===== config.mk =====
export PLATFORM = sky130hd
export DESIGN_NAME = alu_op_issuer_flat
export DESIGN_NICKNAME = d
export VERILOG_FILES = /design/src/rtl/alu_op_issuer_if.sv /design/src/rtl/alu_op_issuer.sv /design/src/flat_wrapper.sv
export SDC_FILE = /design/constraint.sdc
export NUM_CORES = 1
export LEC_CHECK = 0
export ABC_AREA = 1
export BUFFER_PORTS_ARGS = -buffer_cell sky130_fd_sc_hd__buf_2
export CAP_MARGIN = 5
export CORE_AREA = 2 2 63 65
export DETAILED_ROUTE_END_ITERATION = 12
export DIE_AREA = 0 0 65 67
export GPL_TIMING_DRIVEN = 0
export HOLD_SLACK_MARGIN = 0.03
export PLACE_DENSITY = 0.68
export SYNTH_ARGS = -nofsm -noshare
export SYNTH_HDL_FRONTEND = slang
export SYNTH_SLANG_ARGS = --single-unit

===== constraint.sdc =====
create_clock -name i_clk -period 1.4 [get_ports i_clk]
set_input_delay 0.21 -clock i_clk [delete_from_list [all_inputs] [get_ports i_clk]]
set_output_delay 0.21 -clock i_clk [all_outputs]
set_load 0.05 [all_outputs]

===== src/rtl/alu_op_issuer_if.sv =====
// Command, ALU operand/result and response signals of the ALU op issuer.
// master = issuer side, slave = surrounding command source, ALU and response sink.
interface alu_op_issuer_if #(
  parameter int W_DATA_IN  = 8,
  parameter int W_DATA_OP  = 2,
  parameter int W_DATA_OUT = 8
);
  logic                  i_cmd_valid;
  logic                  o_cmd_ready;
  logic [W_DATA_IN-1:0]  i_cmd_a;
  logic [W_DATA_IN-1:0]  i_cmd_b;
  logic [W_DATA_OP-1:0]  i_cmd_op;
  logic [W_DATA_IN-1:0]  o_alu_a;
  logic [W_DATA_IN-1:0]  o_alu_b;
  logic [W_DATA_OP-1:0]  o_alu_op;
  logic [W_DATA_OUT-1:0] i_alu_result;
  logic                  o_rsp_valid;
  logic                  i_rsp_ready;
  logic [W_DATA_OUT-1:0] o_rsp_result;
  logic [W_DATA_OP-1:0]  o_rsp_op;
  logic                  o_rsp_err;
  logic                  o_busy;

  modport master (
    input  i_cmd_valid, i_cmd_a, i_cmd_b, i_cmd_op, i_alu_result, i_rsp_ready,
    output o_cmd_ready, o_alu_a, o_alu_b, o_alu_op, o_rsp_valid, o_rsp_result,
           o_rsp_op, o_rsp_err, o_busy
  );

  modport slave (
    output i_cmd_valid, i_cmd_a, i_cmd_b, i_cmd_op, i_alu_result, i_rsp_ready,
    input  o_cmd_ready, o_alu_a, o_alu_b, o_alu_op, o_rsp_valid, o_rsp_result,
           o_rsp_op, o_rsp_err, o_busy
  );
endinterface


===== src/rtl/alu_op_issuer.sv =====
// Issues one ALU operation at a time, waits out the ALU latency and returns the result.
// Optional ALU_ISSUER_DIV0_GUARD_EN: divide-by-zero answered locally with all-ones and err=1.
module alu_op_issuer #(
  parameter int W_DATA_IN   = 8,
  parameter int W_DATA_OP   = 2,
  parameter int W_DATA_OUT  = 8,
  parameter int ALU_LATENCY = 1
) (
  input  logic i_clk,
  input  logic i_rst_n,
  alu_op_issuer_if.master bus
);
  localparam int CNT_W = (ALU_LATENCY < 1) ? 1 : $clog2(ALU_LATENCY + 1);
  localparam logic [CNT_W-1:0] CNT_LAST = CNT_W'(ALU_LATENCY);
  localparam logic [W_DATA_OP-1:0] OP_DIV = W_DATA_OP'(3);

  typedef enum logic [1:0] {IDLE, WAIT, RESP} state_t;

  state_t           state;
  logic [CNT_W-1:0] cnt;

  always_ff @(posedge i_clk or negedge i_rst_n) begin
    if (!i_rst_n) begin
      state            <= IDLE;
      cnt              <= '0;
      bus.o_cmd_ready  <= 1'b1;
      bus.o_busy       <= 1'b0;
      bus.o_alu_a      <= '0;
      bus.o_alu_b      <= '0;
      bus.o_alu_op     <= '0;
      bus.o_rsp_valid  <= 1'b0;
      bus.o_rsp_result <= '0;
      bus.o_rsp_op     <= '0;
      bus.o_rsp_err    <= 1'b0;
    end else begin
      case (state)
        IDLE: begin
          if (bus.i_cmd_valid) begin
            bus.o_cmd_ready <= 1'b0;
            bus.o_busy      <= 1'b1;
`ifdef ALU_ISSUER_DIV0_GUARD_EN
            // Divide-by-zero never reaches the ALU; the response is formed here.
            if (bus.i_cmd_op == OP_DIV && bus.i_cmd_b == '0) begin
              state            <= RESP;
              bus.o_rsp_result <= '1;
              bus.o_rsp_op     <= OP_DIV;
              bus.o_rsp_err    <= 1'b1;
            end else
`endif
            begin
              state        <= WAIT;
              cnt          <= '0;
              bus.o_alu_a  <= bus.i_cmd_a;
              bus.o_alu_b  <= bus.i_cmd_b;
              bus.o_alu_op <= bus.i_cmd_op;
            end
          end
        end
        WAIT: begin
          if (cnt == CNT_LAST) begin
            state            <= RESP;
            cnt              <= '0;
            bus.o_rsp_valid  <= 1'b1;
            bus.o_rsp_result <= bus.i_alu_result;
            bus.o_rsp_op     <= bus.o_alu_op;
            bus.o_rsp_err    <= 1'b0;
          end else begin
            cnt <= cnt + 1'b1;
          end
        end
        RESP: begin
          // Locally formed responses enter RESP one edge before valid rises.
          if (!bus.o_rsp_valid) begin
            bus.o_rsp_valid <= 1'b1;
          end else if (bus.i_rsp_ready) begin
            state           <= IDLE;
            bus.o_rsp_valid <= 1'b0;
            bus.o_cmd_ready <= 1'b1;
            bus.o_busy      <= 1'b0;
          end
        end
        default: state <= IDLE;
      endcase
    end
  end
endmodule

===== src/flat_wrapper.sv =====
// flat-port wrapper written by rule: the top's interface ports become plain ports
module alu_op_issuer_flat 
#(
  parameter int W_DATA_IN   = 8,
  parameter int W_DATA_OP   = 2,
  parameter int W_DATA_OUT  = 8,
  parameter int ALU_LATENCY = 1
)
  (i_clk, i_rst_n, bus_i_cmd_valid, bus_i_cmd_a, bus_i_cmd_b, bus_i_cmd_op, bus_i_alu_result, bus_i_rsp_ready, bus_o_cmd_ready, bus_o_alu_a, bus_o_alu_b, bus_o_alu_op, bus_o_rsp_valid, bus_o_rsp_result, bus_o_rsp_op, bus_o_rsp_err, bus_o_busy);
  alu_op_issuer_if #(.W_DATA_IN(W_DATA_IN), .W_DATA_OP(W_DATA_OP), .W_DATA_OUT(W_DATA_OUT)) bus_i ();
  input  logic i_clk;
  input  logic i_rst_n;
  input wire logic [$bits(bus_i.i_cmd_valid)-1:0] bus_i_cmd_valid;
  input wire logic [$bits(bus_i.i_cmd_a)-1:0] bus_i_cmd_a;
  input wire logic [$bits(bus_i.i_cmd_b)-1:0] bus_i_cmd_b;
  input wire logic [$bits(bus_i.i_cmd_op)-1:0] bus_i_cmd_op;
  input wire logic [$bits(bus_i.i_alu_result)-1:0] bus_i_alu_result;
  input wire logic [$bits(bus_i.i_rsp_ready)-1:0] bus_i_rsp_ready;
  output wire logic [$bits(bus_i.o_cmd_ready)-1:0] bus_o_cmd_ready;
  output wire logic [$bits(bus_i.o_alu_a)-1:0] bus_o_alu_a;
  output wire logic [$bits(bus_i.o_alu_b)-1:0] bus_o_alu_b;
  output wire logic [$bits(bus_i.o_alu_op)-1:0] bus_o_alu_op;
  output wire logic [$bits(bus_i.o_rsp_valid)-1:0] bus_o_rsp_valid;
  output wire logic [$bits(bus_i.o_rsp_result)-1:0] bus_o_rsp_result;
  output wire logic [$bits(bus_i.o_rsp_op)-1:0] bus_o_rsp_op;
  output wire logic [$bits(bus_i.o_rsp_err)-1:0] bus_o_rsp_err;
  output wire logic [$bits(bus_i.o_busy)-1:0] bus_o_busy;
  assign bus_i.i_cmd_valid = bus_i_cmd_valid;
  assign bus_i.i_cmd_a = bus_i_cmd_a;
  assign bus_i.i_cmd_b = bus_i_cmd_b;
  assign bus_i.i_cmd_op = bus_i_cmd_op;
  assign bus_i.i_alu_result = bus_i_alu_result;
  assign bus_i.i_rsp_ready = bus_i_rsp_ready;
  assign bus_o_cmd_ready = bus_i.o_cmd_ready;
  assign bus_o_alu_a = bus_i.o_alu_a;
  assign bus_o_alu_b = bus_i.o_alu_b;
  assign bus_o_alu_op = bus_i.o_alu_op;
  assign bus_o_rsp_valid = bus_i.o_rsp_valid;
  assign bus_o_rsp_result = bus_i.o_rsp_result;
  assign bus_o_rsp_op = bus_i.o_rsp_op;
  assign bus_o_rsp_err = bus_i.o_rsp_err;
  assign bus_o_busy = bus_i.o_busy;
  alu_op_issuer #(.W_DATA_IN(W_DATA_IN), .W_DATA_OP(W_DATA_OP), .W_DATA_OUT(W_DATA_OUT), .ALU_LATENCY(ALU_LATENCY)) u_core (.i_clk(i_clk), .i_rst_n(i_rst_n), .bus(bus_i));
endmodule

==> run metrics <==
DRC 0; Total Nets Final roughly 260; clk sinks 34; P&R area growth vs syn 32.3%; Worst Setup Start Kind flip-flop; Total Routing Usage GR 14.9%; H-tree depth 2; worst stage delay on the critical path 0.52 ns; Starting DRT DRC Count between 40 and 50; fin crit share about nine tenths; synth top area cells dfrtp_1, nand2_1, nand3_1; Max Root-Sink Buffers 2; Layout Skew 0.00370 ns; clk slew on worst S/H paths about 0.060 ns; routability congestion estimate about 0.68; post-CTS setup buffers 0; dpl hpwl 2.13 mm; Antenna Nets Post-Route 0; yosys warns 0; total CTS buffers 5; largest net degree at the start of global routing 35; Mapped Cells about 160; min Tclk post-route 1.26 ns; DIE WIDTH ~65 microns; crit path max fanout 2; share of cells above drive strength 1 a little over a third; first-pass GRT wire length around 4.9 mm; distinct cell type count after synthesis 17; PortBufs 60; share of the synthesized area in the top cell type about three fifths; CP arrival 1.05 ns; crit-path cells buf_2; Filler cells around 360; RSZ-0062 raised after global routing no; max_cap viols 0; endpoints failing setup 0; sequential area share after synthesis between 60% and 70%; Buffers & Inverters on Critical Path 1; root buffer selected by CTS clkbuf_8; Hold Fails Final Rpt 0; via count roughly 1200; Synth area leader dfrtp_1; initial core utilization between 30% and 40%; Data required, critical path about 1.2 ns; worst hold slack 0.146 ns; Tightest Pin Transition about 0.74 ns; DRT Pass-1 Iters 4; io pins between 60 and 70; core area 0.00361 sq mm; outcome finished, final reports clean; antenna violations before repair 0; antenna fix cells 0; CP delay by family, top flip-flops; HP Class in2reg; Post-Syn Area 0.00140 sq mm; kind of critical path reg2out; Max Clk Rate around 800 MHz; Final Max Slew Viols 0; setup TNS 0 ns; Slowest-stage cell, CP dfstp_2; Vias/cell ~4.5; Avg Inst Size Synth approximately 8.9 sq um; CTS tree done; number of global-route vias before repair 1132; Slew headroom roughly 51%; syn nets about 190; Final Core Density between 50% and 60%; WL per Instance roughly 11 microns; Setup crit end kind output pin; Core Rows 22; FF-to-FF setup slack between 0.2 and 0.3 ns; area of the die 0.00436 sq mm; die height between 60 and 70 microns; GRT overflow 0; post-synthesis register bit count 34; clock latency on the worst-skew pair roughly 0.27 ns; CTS resizes 0; total wire length ~3 mm
## layer usage
layer,wire length [microns],up-vias,track usage (%)
met3,293,2,6.76
met4,11,0,3.99
met5,0,-,0
li1,-,616,-
met1,1350,535,18.6
met2,1270,58,23.5
## synth_stat cells
| master | instances |
|---|---|
| nand3_1 | 21 |
| dfstp_2 | 1 |
| nand2_2 | 1 |
| buf_4 | 2 |
| dfrtp_1 | 33 |
| inv_1 | 7 |
| buf_6 | 4 |
| inv_2 | 1 |
| nand2_1 | 76 |
| nor2_1 | 1 |
| o21ai_0 | 1 |
| buf_2 | 3 |
| a21oi_1 | 1 |
| nor2_2 | 1 |
| conb_1 | 1 |
| nor2_4 | 1 |
| nand3b_1 | 2 |
## cell families after synthesis
logic type,Yosys count,share of synthesized area (%)
buf+inv,17,7.49
compound gates,2,0.712
other cells,1,0.267
simple gates,103,30.8
flops,34,60.7
## layout make-up
type                    count  area [sq um]  area share, %
flip-flops and latches     34           852           45.9
multi-input cells         106           447           24.1
repair buffers             61           310           16.7
clock buffers               6          82.6           4.45
plain buffers               9          75.1           4.04
well taps                  48          60.1           3.23
inverters                   8          30.0           1.62
## worst reg2reg max path, cell delays in order, from the launching register on
cell     delay (ns)
dfrtp_1        0.41
inv_1          0.10
nand2_2        0.08
nor2_4         0.13
inv_2          0.05
buf_6          0.13
nand2_1        0.06
nand2_1        0.04
## placed cells by master (no fill, tap or decap)
| cell | netlist | layout |
|---|---|---|
| nand3b_1 | 2 | 2 |
| dlygate4sd3_1 | 0 | 1 |
| buf_4 | 2 | 2 |
| o21ai_0 | 1 | 1 |
| nand2_1 | 76 | 76 |
| nand2_2 | 1 | 1 |
| nor2_1 | 1 | 1 |
| dfstp_2 | 1 | 1 |
| conb_1 | 1 | 1 |
| inv_2 | 1 | 1 |
| nand3_1 | 21 | 21 |
| clkbuf_8 | 0 | 6 |
| dfrtp_1 | 33 | 33 |
| nor2_2 | 1 | 1 |
| a21oi_1 | 1 | 1 |
| buf_6 | 4 | 4 |
| inv_1 | 7 | 7 |
| buf_2 | 3 | 63 |
| nor2_4 | 1 | 1 |
## what timing repair did
action                                 in CTS  in global routing
setup endpoints to repair                   0                  0
hold buffers                                1                  0
endpoints found under the hold margin      33                  0
## state kept, by name, indices dropped and copies added, names as in the netlist
register,flops
u_core.bus.o_cmd_ready,1
u_core.state,2
u_core.bus.o_rsp_op,2
u_core.bus.o_alu_b,8
u_core.bus.o_alu_op,2
u_core.cnt,1
u_core.bus.o_rsp_result,8
u_core.bus.o_busy,1
u_core.bus.o_rsp_valid,1
u_core.bus.o_alu_a,8
## final timing paths
check                                       start                    endpoint  cells past startpoint
setup / recovery           u_core.bus.o_cmd_ready             bus_o_cmd_ready                      1
hold / removal                bus_i_alu_result[2]  u_core.bus.o_rsp_result[2]                      3
setup reg to reg                  u_core.state[1]  u_core.bus.o_rsp_result[2]                      7
hold reg to reg            u_core.bus.o_cmd_ready      u_core.bus.o_cmd_ready                      2
max in group asynchronous                 i_rst_n      u_core.bus.o_rsp_op[0]                      2
min in group asynchronous                 i_rst_n       u_core.bus.o_alu_b[7]                      2
## through the flow
| stage | setup WS [ns] | instances | area, sq um |
|---|---|---|---|
| global placement | 0.301 | 265 | 1760 |
| detailed placement | 0.288 | 265 | 1760 |
| floorplan | 0.253 | 157 | 1400 |
| CTS | 0.125 | 272 | 1860 |
| finish | 0.143 | 272 | 1860 |
| global route | 0.101 | 272 | 1860 |
Power is not shown: default switching activity piles up to over one toggle a cycle in this logic, so the estimate is an artifact.
